[src/rtl/mem_port_arbiter.sv]
// Two-port arbiter in front of the single-port unified memory.
// Port 0 is the multi-cycle core and port 1 is the loader/DMA engine.
// At most one access is issued per cycle, and read data returns one cycle
// later to the port that issued the read. Port 1 may claim priority with
// lock1 for up to MAX_BURST consecutive contended beats. After that, the
// round-robin pointer hands the next tie to port 0.
module mem_port_arbiter #(
  parameter int ADDR_W    = 32,
  parameter int DATA_W    = 32,
  parameter int MAX_BURST = 8
) (
  input  logic              clk,
  input  logic              reset,
  input  logic              req0,
  input  logic              req1,
  input  logic              we0,
  input  logic              we1,
  input  logic [ADDR_W-1:0] addr0,
  input  logic [ADDR_W-1:0] addr1,
  input  logic [DATA_W-1:0] wdata0,
  input  logic [DATA_W-1:0] wdata1,
  input  logic              lock1,
  output logic              gnt0,
  output logic              gnt1,
  output logic              rvalid0,
  output logic              rvalid1,
  output logic [DATA_W-1:0] rdata0,
  output logic [DATA_W-1:0] rdata1,
  output logic [ADDR_W-1:0] mem_addr,
  output logic              mem_we,
  output logic [DATA_W-1:0] mem_wdata,
  input  logic [DATA_W-1:0] mem_rdata
);

  localparam int                CNT_W   = $clog2(MAX_BURST + 1);
  localparam logic [CNT_W-1:0] BURST_MAX = CNT_W'(MAX_BURST);

  logic             last_winner_q, last_winner_d;
  logic [CNT_W-1:0] burst_cnt_q, burst_cnt_d;
  logic             rd_tag0_q, rd_tag0_d;
  logic             rd_tag1_q, rd_tag1_d;
  logic             lock_win;

  // A locked port-1 beat wins a tie only while its burst budget lasts.
  assign lock_win = lock1 && (burst_cnt_q < BURST_MAX);

  // Grant selection. Grants are suppressed while reset is high.
  always_comb begin
    gnt0 = 1'b0;
    gnt1 = 1'b0;
    if (!reset) begin
      if (req0 && req1) begin
        if (lock_win)           gnt1 = 1'b1;
        else if (last_winner_q) gnt0 = 1'b1;
        else                    gnt1 = 1'b1;
      end else if (req0) begin
        gnt0 = 1'b1;
      end else if (req1) begin
        gnt1 = 1'b1;
      end
    end
  end

  // Steer the granted port onto the memory. The bus is idle-zero otherwise.
  always_comb begin
    mem_addr  = '0;
    mem_we    = 1'b0;
    mem_wdata = '0;
    if (gnt0) begin
      mem_addr  = addr0;
      mem_we    = we0;
      mem_wdata = wdata0;
    end else if (gnt1) begin
      mem_addr  = addr1;
      mem_we    = we1;
      mem_wdata = wdata1;
    end
  end

  // Next state: round-robin pointer, burst budget and pending-read tags.
  always_comb begin
    last_winner_d = last_winner_q;
    burst_cnt_d   = burst_cnt_q;
    rd_tag0_d     = gnt0 & ~we0;
    rd_tag1_d     = gnt1 & ~we1;
    if (gnt0) begin
      last_winner_d = 1'b0;
      burst_cnt_d   = '0;
    end else if (gnt1) begin
      last_winner_d = 1'b1;
      if (!lock1)                       burst_cnt_d = '0;
      else if (burst_cnt_q < BURST_MAX) burst_cnt_d = burst_cnt_q + 1'b1;
    end
  end

  // State register. Reset drops any pending read and rearms port 0 for the first tie.
  always_ff @(posedge clk) begin
    if (reset) begin
      last_winner_q <= 1'b1;
      burst_cnt_q   <= '0;
      rd_tag0_q     <= 1'b0;
      rd_tag1_q     <= 1'b0;
    end else begin
      last_winner_q <= last_winner_d;
      burst_cnt_q   <= burst_cnt_d;
      rd_tag0_q     <= rd_tag0_d;
      rd_tag1_q     <= rd_tag1_d;
    end
  end

  // Read return goes to the port that issued last cycle's read.
  // It is masked during reset so a dropped read never shows up.
  assign rvalid0 = rd_tag0_q & ~reset;
  assign rvalid1 = rd_tag1_q & ~reset;
  assign rdata0  = rvalid0 ? mem_rdata : '0;
  assign rdata1  = rvalid1 ? mem_rdata : '0;

endmodule

[config.mk]
export PLATFORM = sky130hd
export DESIGN_NAME = mem_port_arbiter
export DESIGN_NICKNAME = d
export VERILOG_FILES = /design/src/rtl/mem_port_arbiter.sv
export SDC_FILE = /design/constraint.sdc
export NUM_CORES = 1
export LEC_CHECK = 0
export CAP_MARGIN = 20
export CORE_AREA = 5 5 112 114
export DETAILED_ROUTE_END_ITERATION = 12
export DIE_AREA = 0 0 117 119
export MAX_ROUTING_LAYER = met4
export PLACE_DENSITY = 0.7
export SYNTH_ARGS = -nofsm -noshare
export SYNTH_HDL_FRONTEND = slang
export SYNTH_SLANG_ARGS = --single-unit
[constraint.sdc]
create_clock -name clk -period 2.39 [get_ports clk]
set_input_delay 0.3585 -clock clk [delete_from_list [all_inputs] [get_ports clk]]
set_output_delay 0.3585 -clock clk [all_outputs]
set_load 0.005 [all_outputs]
==> metrics.txt, run 1 <==
Req. time, crit path=2030 ps; Simple-Gate Fraction of Synth Area=36.2%; CP max stage cell=dfxtp_2; status=finished, final reports clean; CP delay by family, top=buffers and inverters; adder and majority gate portion of the synthesized area=0.855%; routed wire length per instance=19.7 um; Die W=117 um; number of I/O pins=300; mux contribution to synthesized area=0%; Total GRT Usage=16.9%; worst hold slack=512 ps; first-pass GRT wire length=17700 um; Fmax=434 MHz; Ys Warns=0; Worst Setup Start Kind=flip-flop; die area=13900 sq um; Chip Height=119 um; r2r endpoint=burst_cnt_q[3]; syn avg cell area=7.75 sq um; XOR/XNOR share of the synthesized area=0%; Arrival @ worst endpoint=1950 ps; CTS H-tree depth=1; port bufs=299; Critical Path End Type=output pin; CTS Hold Buffers Added=0; crit-path max FO=12; Max Used Layer=met4; Worst Path Buf+Inv=6; Cell Pwr Density=220 nW/um^2; commonest non-fill, non-tap cell in the layout=clkdlybuf4s50_1; placed instance area=4680 sq um; # diodes=0; leak pwr=2.54 nW; met2 WL=6700 um; Slew Limit Fails=0; Clock transition at path regs=40 ps; crit path from=burst_cnt_q[3]; via count=2888; Critical R2R Launch=burst_cnt_q[3]; Root Driver=clkbuf_16; Netlist Area Pre-Place=1460 sq um; reg-to-reg setup timing slack=680 ps; Worst slew margin=78.7%; post-route minimum period=2300 ps; first-pass iteration count of the detailed router=4; sequential area share after synthesis=9.57%; CTS tree=built; Routed Antenna Nets=0; HPWL Detailed=9840 um; synth unique cells=26; Detailed Route Iter0 Violations=81; CP cell instances=nand2b_4 > buf_4 > a31oi_4 > buf_6 > buf_4 > buf_16 > buf_6 > a22o_1 > dlygate4sd2_1; Synth Area in Compound Gates=44.9%; number of vias per cell=4.43; final instance area=5180 sq um; HP Start=req1; pin count of the biggest net entering global routing=34; layout cells sized above 1=10.2%; std cell rows=39; Clock Skew=0.904 ps; initial antenna violation count=0; Starting Density=12.9%; WL met1=4610 um; Placeable Area=11300 sq um; Syn Inst Count=189; syn_nets=357; CTS Sinks=7; hold worst-path end=burst_cnt_q[3]; vias in the first global route=3083; Hold Fails Final Rpt=0; hold path cells=2; most frequent cells in the layout=clkdlybuf4s50_1 (230), and2_1 (65), a22o_1 (64); max cap viols=0; r2r worst-path depth=7; TritonCTS buffer count=3; Routed WL=12900 um; hold crit path type=in2reg; DRC viols=0; clk_lat worst skew=230 ps; largest family of logic cells by synthesized area=compound AO/OA/AOI/OAI gates; nets=678; crit-path max cell delay=310 ps; crit share post-route=96.4%; Area Overhead vs Synth=254%; met3 WL post-DR=1210 um; final setup fails=0; aggregate global routing overflow=0; Worst Max-Slew Pin Slew=319 ps; Fillers=1109; Synth Register Bits=7; Peak supply drop=0.249 mV; maximum clock path buffer count=2; RePlAce Congestion=0.942; Setup Crit Path Kind=reg2out
[layout make-up]
cell class,count,area (sq um),share of cell area (%)
timing repair buffer,337,3560,68.6
sequential,7,143,2.75
multi-input combinational,159,1220,23.6
tap,143,179,3.45
inverter,2,7.51,0.145
clock buffer,4,78.8,1.52
[cell usage after synthesis (all sizes together)]
cell,n,area [sq um]
nor4,1,6.26
nor2,3,11.3
inv,2,7.51
a2111oi,1,10.0
clkbuf,10,37.5
buf,11,80.1
a311oi,1,8.76
or4,1,7.51
ha,1,12.5
a21boi,1,11.3
nor3,5,30.0
and2,65,407
a31oi,1,21.3
a22o,65,569
nor2b,3,18.8
a41oi,1,8.76
nand3,1,5.00
dfxtp,7,140
nand2b,4,40.0
a311o,1,10.0
nand2,1,3.75
a22oi,1,7.51
a21oi,2,10.0
[layer usage]
metal / up-vias / global-route usage, %
met2: 207 / 31.8
met3: 20 / 3.50
met4: 0 / 3.66
met1: 1305 / 17.9
li1: 1356 / -
met5: - / -
[metrics by stage]
stage	setup WS, ps	setup TNS (ps)	utilization (%)	total power [mW]	instances
after floorplan	683	0	-	0.287	189
after global placement	-375	-16400	41.3	0.795	624
after detailed placement	-404	-19090	41.3	0.803	624
after CTS	-47.1	-176	44.8	1.15	648
after global routing	-2.97	-2.97	45.8	1.20	652
final	86.1	0	45.8	1.14	652
[sequential cells by signal, summed over array words and instances, names as in the netlist]
signal         count
burst_cnt_q        4
rd_tag1_q          1
rd_tag0_q          1
last_winner_q      1
[power by group]
group	leakage, nW	internal, mW	switching, mW
clock	0.0382	0.222	0.0623
combinational	2.45	0.505	0.228
sequential	0.0572	0.121	0.00425
total	2.54	0.848	0.294
[logic make-up (layout without fill, tap and decap cells)]
| group | Yosys count | after routing |
|---|---|---|
| AO/OA/AOI/OAI | 74 | 74 |
| flip-flops | 7 | 7 |
| AND/OR/NAND/NOR | 84 | 84 |
| adder cells (fa/ha/maj) | 1 | 1 |
| buffers and inverters | 23 | 343 |
[repair_timing]
action	in CTS	in global routing
setup endpoints to repair	131	26
gates cloned	7	1
resized for setup	60	29
buffers inserted	13	4
endpoints found under the hold margin	0	0
pin swaps	3	2
[how the worst max path moves through the flow]
stage                               end  slack, ps  cells after the start
after global placement     mem_addr[17]       -380                      6
after detailed placement   mem_addr[17]       -400                      6
after global routing      mem_wdata[19]         -3                      9
final                      mem_addr[13]         90                      9
after CTS                  mem_addr[10]        -50                      7
after floorplan             mem_addr[0]        680                      6
No activity file was read; power rests on OpenSTA's default activity.
==> run 2: changes to the inputs <==
--- a/config.mk
+++ b/config.mk
@@ -12,4 +12,5 @@
 export MAX_ROUTING_LAYER = met4
 export PLACE_DENSITY = 0.7
+export SKIP_CTS_REPAIR_TIMING = 1
 export SYNTH_ARGS = -nofsm -noshare
 export SYNTH_HDL_FRONTEND = slang
==> constraint.sdc (replaced) <==
create_clock -name clk -period 2.39 [get_ports clk]
set_input_delay 0.717 -clock clk [delete_from_list [all_inputs] [get_ports clk]]
set_output_delay 0.717 -clock clk [all_outputs]
set_load 0.005 [all_outputs]
==> metrics.txt, run 2 (same netlist as run 1, synthesis figures left out) <==
status=finished with violations; failing checks=negative setup slack; Biggest register=burst_cnt_q; Area Overhead vs Synth=288%; maximum clock path buffer count=2; met1 usage=14.3%; r2r endpoint=burst_cnt_q[3]; most frequent cells in the layout=clkdlybuf4s50_1 (162), a22o_1 (65), and2_1 (54); Worst Max-Slew Pin Slew=330 ps; HPWL Detailed=9650 um; met2 usage=27.7%; number of vias per cell=4.45; busiest grt layer=met2; Die W=117 um; Fillers=1032; first-pass iteration count of the detailed router=4; crit-path max cell delay=210 ps; most used cell along the critical path=buf_4; Starting Density=12.9%; hold crit path type=reg2reg; initial antenna violation count=0; layout cells sized above 1=36.0%; leak pwr=3.43 nW; Routed Antenna Nets=0; Clock Skew=1.12 ps; Fmax=367 MHz; hold worst-path end=burst_cnt_q[2]; aggregate global routing overflow=0; final setup fails=73; CTS tree=built; Sw Ratio=26.7%; max reg flops=4; nets=736; Peak supply drop=0.148 mV; number of I/O pins=300; TritonCTS buffer count=3; std cell rows=39; Chip Height=119 um; combinational power share=66.2%; CTS H-tree depth=1; Placeable Area=11300 sq um; Pint=895 uW; Sw Pwr=325 uW; Detailed Route Iter0 Violations=95; via count=3156; Routed WL=14200 um; # diodes=0; CP cell instances=buf_8 > nand2b_4 > a21boi_4 > nor3_4 > buf_6 > buf_4 > clkbuf_16 > buf_4 > a22o_1 > clkbuf_2; final instance area=5680 sq um; reg-to-reg setup timing slack=590 ps; Global Route met3 Usage=3.96%; CP max stage cell=a22o_1; first-pass GRT wire length=15500 um; Final WS setup=-335 ps; Clock transition at path regs=40 ps; CP delay by family, top=buffers and inverters; DRC viols=0; clk_lat worst skew=230 ps; Non-Filler Instances=710; clock power share=23.7%; HP Start=burst_cnt_q[2]; Root Driver=clkbuf_16; routed wire length per instance=20.0 um; crit share post-route=114%; placed cells=628; Slew Limit Fails=0; sequential share of power=10.1%; Hold Fails Final Rpt=0; port bufs=299; Cell Pwr Density=215 nW/um^2; Critical R2R Launch=burst_cnt_q[3]; hold path cells=2; placed instance area=4710 sq um; crit-path max FO=7; pin count of the biggest net entering global routing=67; die area=13900 sq um; Total GRT Usage=14.3%; vias in the first global route=2953; Setup Crit Path Kind=in2out; Arrival @ worst endpoint=2010 ps; post-route minimum period=2730 ps; r2r worst-path depth=8; crit path from=lock1; RSZ-0062 raised after global routing=true; RePlAce Congestion=0.931; Worst Path Buf+Inv=6; Worst Setup Start Kind=primary input; Worst slew margin=78.0%; Req. time, crit path=1670 ps; commonest non-fill, non-tap cell in the layout=clkdlybuf4s50_1; CTS Sinks=7; max cap viols=0; Critical Path End Type=output pin
run 2: changes by cell type in the layout (fill, tap and decap cells not counted), moves of 4 or more:
| cell | change |
|---|---|
| and2_4 | +11 |
| dlymetal6s2s_1 | +25 |
| buf_8 | +15 |
| clkdlybuf4s50_1 | -68 |
| buf_16 | -4 |
| dlygate4sd2_1 | -41 |
| and2_1 | -11 |
| clkbuf_2 | +21 |
| buf_6 | +39 |
| buf_2 | +51 |
| buf_4 | +14 |
| clkbuf_16 | +9 |
run 2: how the worst max path moves through the flow:
| stage | end | depth (start not counted) |
|---|---|---|
| 6_report | mem_wdata[17] | 10 |
| 5_1_grt | mem_wdata[17] | 10 |
| 4_1_cts | mem_addr[21] | 7 |
| 3_5_place_dp | mem_addr[21] | 7 |
| 3_3_place_gp | mem_addr[21] | 7 |
| 2_1_floorplan | mem_addr[0] | 6 |
run 2: power by group through the flow:
stage	combinational, mW	clock (mW)	sequential [mW]
after floorplan	0.162	0	0.125
after global placement	0.679	0	0.124
after detailed placement	0.684	0	0.124
after CTS	0.687	0.293	0.122
after global routing	0.853	0.309	0.123
final	0.808	0.289	0.123
run 2: routing by layer:
layer  part of all wire [%]  vias to the layer above
met3                    9.1                       19
met4                    1.8                        0
met2                     52                      204
met1                     37                     1459
met5                      0                        -
li1                       -                     1474
run 2: final cells by class:
| class | instances | area (sq um) | share of cell area [%] |
|---|---|---|---|
| timing repair buffer | 395 | 4020 | 70.8 |
| multi-input combinational | 159 | 1250 | 22.1 |
| sequential | 7 | 140 | 2.47 |
| tap | 143 | 179 | 3.15 |
| inverter | 2 | 7.51 | 0.132 |
| clock buffer | 4 | 78.8 | 1.39 |
run 2: per-stage QoR:
step	hold WS, ps	worst slack, ps	TNS, ps	power, mW	util [%]
6_report	528	-335	-14230	1.22	50.2
5_1_grt	546	-385	-17920	1.29	50.2
4_1_cts	531	-1090	-119960	1.10	42.3
3_5_place_dp	526	-1080	-119180	0.808	41.6
3_3_place_gp	507	-1040	-116620	0.803	41.6
2_1_floorplan	481	3.51	0	0.287	-
run 2: tightest hold or removal path, stage by stage, from the launching register on:
cell and delay, ps:
dfxtp_1 330, nand2b_1 80, a311oi_1 70
==> run 3: changes to the inputs <==
CORE_AREA = 5 5 114 116   (was 5 5 112 114)
DIE_AREA = 0 0 119 121   (was 0 0 117 119)
PLACE_DENSITY = 0.71   (was 0.7)
clock period = 2.5 ns   (was 2.39 ns; I/O delays follow)
==> metrics.txt, run 3 (same netlist as run 1, synthesis figures left out) <==
die area=14400 sq um; vias in the first global route=2923; Hold Fails Final Rpt=0; nets=732; Worst Max-Slew Pin Slew=332 ps; Worst Setup Start Kind=primary input; leak pwr=3.09 nW; Routed Antenna Nets=0; std cell rows=40; pin count of the biggest net entering global routing=59; HP Start=burst_cnt_q[2]; port bufs=299; worst hold slack=533 ps; Fillers=1080; CP cell instances=buf_8 > nand2b_4 > buf_4 > a31oi_4 > buf_12 > clkbuf_16 > buf_8 > buf_4 > a22o_4 > buf_6; Critical Path End Type=output pin; final setup fails=115; register area=140 sq um; max reg flops=4; Die W=119 um; CP delay by family, top=buffers and inverters; # diodes=0; setup TNS=-16820 ps; multi-input logic area=1370 sq um; Biggest register=burst_cnt_q; clk_lat worst skew=230 ps; hold crit path type=reg2reg; Slew Limit Fails=0; Clock transition at path regs=40 ps; Non-Filler Instances=710; number of vias per cell=4.46; via count=3167; Total GRT Usage=13.7%; commonest non-fill, non-tap cell in the layout=clkdlybuf4s50_1; Final WS setup=-296 ps; routed wire length per instance=21.4 um; crit-path max cell delay=220 ps; CTS H-tree depth=1; Detailed Route Iter0 Violations=109; HPWL Detailed=9550 um; Core Util, Final=49.7%; post-route minimum period=2800 ps; layout cells sized above 1=46.5%; status=finished with violations; RePlAce Congestion=0.880; max cap viols=0; Peak supply drop=0.189 mV; first-pass iteration count of the detailed router=4; final instance area=5870 sq um; RSZ-0062 raised after global routing=true; Req. time, crit path=1750 ps; Worst slew margin=77.8%; placed instance area=4720 sq um; crit share post-route=112%; crit path from=lock1; failing checks=negative setup slack; Placeable Area=11800 sq um; aggregate global routing overflow=0; DRC viols=0; worst slack at placement=-1060 ps; first-pass GRT wire length=15500 um; CP max stage cell=a22o_4; Arrival @ worst endpoint=2050 ps; Clock Skew=1.04 ps; Cell Pwr Density=201 nW/um^2; maximum clock path buffer count=2; Chip Height=121 um; Area Overhead vs Synth=301%; Worst Path Buf+Inv=7; Total Power=1.18 mW; TritonCTS buffer count=3; Fmax=358 MHz; crit-path max FO=6; CTS tree=built; Starting Density=12.4%; number of I/O pins=300; Routed WL=15200 um; placed cells=633; initial antenna violation count=0; most frequent cells in the layout=clkdlybuf4s50_1 (162), buf_6 (80), a22o_1 (62); Root Driver=clkbuf_16; Setup Crit Path Kind=in2out; CTS Sinks=7; Critical R2R Launch=burst_cnt_q[3]
==> run 3: cell count changes in the layout (fill, tap and decap cells not counted), sizes merged <==
| cell | before | now |
|---|---|---|
| buf | 151 | 176 |
| clkbuf | 35 | 31 |
| dlymetal6s2s | 51 | 26 |
==> run 3: path summary, 6_finish.rpt <==
path | endpoint | slack (ps) | cells after the start
max | mem_addr[18] | -300 | 10
max reg2reg | burst_cnt_q[3] | 650 | 8
min reg2reg | burst_cnt_q[2] | 530 | 2
min | burst_cnt_q[2] | 530 | 2
==> run 3: worst reg2reg max path, cell delays in order (launching register included) <==
cell and delay, ps:
dfxtp_1 300, nand2b_4 150, buf_4 140, a31oi_4 190
buf_12 160, buf_12 150, buf_4 120, a41oi_1 130
a2111oi_1 390
==> run 3: routing by layer <==
metal | up-vias | part of all wire [%] | track usage, % | routed length, um
met4 | 0 | 1.6 | 2.10 | 242
li1 | 1461 | - | - | -
met1 | 1470 | 36 | 13.9 | 5530
met2 | 218 | 55 | 26.2 | 8300
met3 | 18 | 7.2 | 4.29 | 1100
met5 | - | 0 | - | 0
==> run 3: final cells by class <==
cell class	count	area share, %
Multi-Input combinational cell	159	23.3
Inverter	2	0.128
Timing Repair Buffer	391	69.7
Clock buffer	4	1.34
Sequential cell	7	2.39
Tap cell	147	3.14
==> run 3: where the power goes <==
group,internal (mW),switching [mW]
clock network,0.212,0.0582
registers,0.115,0.00237
logic,0.536,0.257
